`src/rtl/online_digit_collector.sv`:
```
// Sink of an MSD-first online digit-serial stream: drops the online-delay digits, packs STAGE
// redundant signed digits into a word, converts it on the fly to two's complement, then holds it.
module online_digit_collector #(
  parameter int STAGE = 4,
  parameter int DELAY = 1
) (
  input  logic                 clk,
  input  logic                 rst,
  input  logic                 start,
  input  logic                 din_valid,
  input  logic [1:0]           din,
  output logic                 busy,
  output logic                 out_valid,
  input  logic                 out_ready,
  output logic [2*STAGE-1:0]   y_rd,
  output logic signed [STAGE:0] y_tc,
  output logic                 err_overrun
);

  localparam int WL      = 2 * STAGE;
  localparam int CNT_MAX = (STAGE > DELAY) ? STAGE : DELAY;
  localparam int CNT_W   = (CNT_MAX > 1) ? $clog2(CNT_MAX) : 1;

  localparam logic [CNT_W-1:0] SKIP_LAST = CNT_W'((DELAY > 0) ? DELAY - 1 : 0);
  localparam logic [CNT_W-1:0] COLL_LAST = CNT_W'(STAGE - 1);

  typedef enum logic [1:0] {
    S_IDLE,
    S_SKIP,
    S_COLLECT,
    S_HOLD
  } state_t;

  localparam state_t FIRST_STATE = (DELAY > 0) ? S_SKIP : S_COLLECT;

  state_t                 state_q, state_d;
  logic [CNT_W-1:0]       cnt_q, cnt_d;
  logic [WL-1:0]          rd_q, rd_d;
  logic signed [STAGE:0]  tc_q, tc_d;
  logic                   err_q, err_d;
  logic signed [STAGE:0]  dval;
  logic                   frame_go;

  // Code 11 contributes zero, same as 00.
  always_comb begin
    dval = '0;
    if (din == 2'b10)      dval = (STAGE+1)'(1);
    else if (din == 2'b01) dval = '1;
  end

  // NOTE: every combinational output gets a default before the case so no path infers a latch.
  always_comb begin
    state_d  = state_q;
    cnt_d    = cnt_q;
    rd_d     = rd_q;
    tc_d     = tc_q;
    err_d    = 1'b0;
    frame_go = 1'b0;
    case (state_q)
      S_IDLE: begin
        err_d = din_valid;
        if (start) frame_go = 1'b1;
      end
      S_SKIP: begin
        if (din_valid) begin
          if (cnt_q == SKIP_LAST) begin
            state_d = S_COLLECT;
            cnt_d   = '0;
          end else begin
            cnt_d = cnt_q + CNT_W'(1);
          end
        end
      end
      S_COLLECT: begin
        if (din_valid) begin
          rd_d = {rd_q[WL-3:0], din};
          // Incremental conversion: one shift-and-add per accepted digit.
          tc_d = {tc_q[STAGE-1:0], 1'b0} + dval;
          if (cnt_q == COLL_LAST) begin
            state_d = S_HOLD;
            cnt_d   = '0;
          end else begin
            cnt_d = cnt_q + CNT_W'(1);
          end
        end
      end
      S_HOLD: begin
        err_d = din_valid;
        if (out_ready) begin
          state_d = S_IDLE;
          if (start) frame_go = 1'b1;
        end
      end
      default: state_d = S_IDLE;
    endcase
    if (frame_go) begin
      state_d = FIRST_STATE;
      cnt_d   = '0;
      rd_d    = '0;
      tc_d    = '0;
    end
  end

  // NOTE: state registers use non-blocking assignments so all flops update together on the edge.
  always_ff @(posedge clk or posedge rst) begin
    if (rst) begin
      state_q <= S_IDLE;
      cnt_q   <= '0;
      rd_q    <= '0;
      tc_q    <= '0;
      err_q   <= 1'b0;
    end else begin
      state_q <= state_d;
      cnt_q   <= cnt_d;
      rd_q    <= rd_d;
      tc_q    <= tc_d;
      err_q   <= err_d;
    end
  end

  assign busy        = (state_q != S_IDLE);
  assign out_valid   = (state_q == S_HOLD);
  assign y_rd        = rd_q;
  assign y_tc        = tc_q;
  assign err_overrun = err_q;

endmodule

```
`config.mk`:
```
export PLATFORM = sky130hd
export DESIGN_NAME = online_digit_collector
export DESIGN_NICKNAME = d
export VERILOG_FILES = /design/src/rtl/online_digit_collector.sv
export SDC_FILE = /design/constraint.sdc
export NUM_CORES = 1
export LEC_CHECK = 0
export CORE_MARGIN = 2
export CORE_UTILIZATION = 44
export CTS_CLUSTER_DIAMETER = 80
export DETAILED_ROUTE_END_ITERATION = 10
export PLACE_DENSITY_LB_ADDON = 0.1
export SLEW_MARGIN = 10
export SYNTH_ARGS = -nofsm -noshare
export SYNTH_HDL_FRONTEND = slang
export SYNTH_SLANG_ARGS = --single-unit
```
`constraint.sdc`:
```
create_clock -name clk -period 1.7 [get_ports clk]
set_input_delay 0.17 -clock clk [delete_from_list [all_inputs] [get_ports clk]]
set_output_delay 0.17 -clock clk [all_outputs]
set_load 0.01 [all_outputs]
```
==> qor.yml <==
outcome:
  status: "completed"
critical_path:
  cpMaxStageDelayCell: "clkdlybuf4s50_1"
  crit_fanout: 4
  cp.buffers_inverters: 1
  arrival_ns: 1.51
  crit_required_ns: 1.53
  r2r_setup_slack_ns: 0.07
  crit_type: "register to output port"
  max_stage_delay_ns: 0.55
  critPathTopFamily: "buffers and inverters"
  worstSetupStartpointType: "register"
  critical_path.cell_chain: "ha_2, clkdlybuf4s50_1"
  worstSetupEndpointType: "output port"
route:
  via_count: 796
  ant_nets: 0
  via_per_inst: 5.307
  route.detailed.drc: 0
  drt_wl_total_um: 2101
  dr.first_iter.drc_count: 3
  firstDrtPassIters: 3
  wire_per_inst_um: 14.01
sta:
  period_minus_slack_ns: 1.682
  setup_viol: 0
  fmax_ghz: 0.5945
  clock_skew_ns: 0.001248
  slew_violations: 0
  hold_violations: 0
  rsz0062_at_grt: "true"
  worst_pin_slew_ns: 0.3260
  fin_crit_sh_pct: 98.94
  fin_hold_ws_ns: 0.1836
  slew_headroom_pct: 78.21
worst_hold_path:
  worstHoldPathType: "input port to asynchronous set/reset pin"
floorplanning:
  num_rows: 17
  die_w_um: 52.26
  fp.coreArea_um2: 2212
  fp.dieH_um: 52.26
  num_io_pins: 23
  initial_core_util_pct: 46.32
  dieArea_um2: 2731
synth:
  synth_cells: 87
  synth-edff-count: 0
  synth_fp_nets: 107
  synth_cell_types: 30
  ys_seq_area_share_pct: 43.96
  ys.flop_type: "dfrtp_1"
  yosysWarnings: 0
  avgSynthCellArea_um2: 11.78
  synthArstFlopShare_pct: 100.0
  ys_ff_latch: 18
  syn_area_um2: 1025
placement:
  placed_cell_area_um2: 1330
  dpl.hpwl_um: 1536
  io_buffer_count: 22
  gp_congestion: 0.7971
power:
  powerDensity_nw_per_um2: 1704
  p_leak_nw: 0.6953
  total_power_mw: 2.471
  ir_drop_uv: 965.9
final_layout:
  area_growth_pct: 41.51
  final_layout_size_suffix_gt1_share_pct: 26.23
  nNetsFinal: 143
  antenna_cells: 0
  final_util_pct: 65.55
  final_area_um2: 1450
global_route:
  grt_max_degree: 19
  antenna_found_initial: 0
  grt_pass1_vias: 793
  grt_pass1_wl_um: 3470
  grt_usage_pct: 17.31
  grt_overflow: 0
clock_network:
  h-tree-depth: 1
  cts_buffers: 3
  cts_hold_buffers: 0
  cts_tree: "done"
  cts-root-buf: "clkbuf_4"
  clk_pin_slew_ns: 0.10
  worstSkewPairLatency_ns: 0.29
  numClockSinks: 18
  cts_buffer_depth: 2
run:
  maxCapViolations: 0
## logic make-up after synthesis
group	Yosys count	synth area share, %
AOI/OAI and AO/OA	26	22.35
DFF	18	43.96
buffers and inverters	13	5.006
adders and majority gates	13	16.61
and+or+nand+nor	13	8.547
xor gates and xnor gates	3	2.565
muxes	1	0.9768
## worst paths after layout
check | from | to | cells past startpoint
setup / recovery | state_q[0]$_DFFE_PP0P_ | out_valid | 2
min in group clk | y_rd[7]$_DFFE_PP0P_ | y_rd[7]$_DFFE_PP0P_ | 1
setup reg to reg | state_q[1]$_DFFE_PP0P_ | y_rd[1]$_DFFE_PP0P_ | 7
hold reg to reg | y_rd[7]$_DFFE_PP0P_ | y_rd[7]$_DFFE_PP0P_ | 1
max in group asynchronous | rst | y_rd[5]$_DFFE_PP0P_ | 3
hold / removal | rst | y_tc[2]$_DFFE_PP0P_ | 3
## cell type report
class	instances	area, um^2
Clock buffer	4	36.28
Tap cell	28	35.03
Sequential cell	18	450.4
Multi-Input combinational cell	56	569.3
Fill cell	174	762.0
Timing Repair Buffer	33	317.8
Inverter	11	41.29
## state kept, by name, summed over array words and instances (netlist names)
| name | cells |
|---|---|
| cnt_q | 2 |
| err_overrun | 1 |
| y_tc | 5 |
| y_rd | 8 |
| state_q | 2 |
## worst min-delay path, delay by kind of cell
| family | cells | cell delay [ns] |
|---|---|---|
| buffers and inverters | 3 | 0.68 |
## where the power goes
group          total [mW]  internal (mW)  switching [mW]
Combinational        1.49          0.822           0.664
Clock               0.256          0.130           0.125
Sequential          0.729          0.592           0.137
## through the flow
| stage | cells | worst slack, ns | TNS [ns] |
|---|---|---|---|
| after CTS | 148 | 0.005004 | 0 |
| after floorplan | 87 | 0.02278 | 0 |
| after global placement | 143 | -0.2398 | -0.9122 |
| after global routing | 150 | -0.02832 | -0.2059 |
| final | 150 | 0.01801 | 0 |
| after detailed placement | 143 | -0.2928 | -2.159 |
## metal layers
layer	wire (um)	up-vias	GRT usage, %
li1	-	385	-
met1	940	394	22.10
met2	1060	15	29.54
met3	89	2	5.143
met4	10	0	2.564
met5	0	-	0
## cell usage in the layout (no fill, tap or decap)
cell	n
ha_1	7
a32oi_2	1
nor2b_1	2
o21ai_2	1
o211ai_1	1
nand2b_4	1
clkdlybuf4s50_1	21
fa_1	1
dfrtp_1	18
nor2_1	3
or3b_1	1
dlygate4sd2_1	1
xor2_1	2
inv_2	1
ha_2	4
o211ai_2	1
buf_6	1
and2_2	1
a22oi_1	1
clkbuf_4	3
nand2_1	1
ha_4	1
a22oi_2	1
a32o_1	1
buf_12	1
mux2i_1	1
a21oi_2	2
nand3b_1	1
a21oi_4	1
buf_4	9
nor3_1	1
clkbuf_8	1
o311ai_1	1
inv_1	10
xnor2_1	1
a22o_1	14
nor2_4	2
a21o_1	1
## cell usage after synthesis, types with 2 or more instances
library cell	n	share of area, %
dfrtp_1	18	44
a22o_1	14	12
buf_2	2	0.98
xor2_1	2	1.7
a21oi_2	2	1.7
nor2_1	3	1.1
inv_1	11	4.0
ha_1	12	15
nor2b_1	2	1.2
## repair_timing
item	4_1_cts	5_1_grt
pin swaps	3	1
gates resized for setup	7	5
setup buffers	1	2
setup endpoints to repair	17	17
Note: power is estimated with default switching activity, not from simulation.
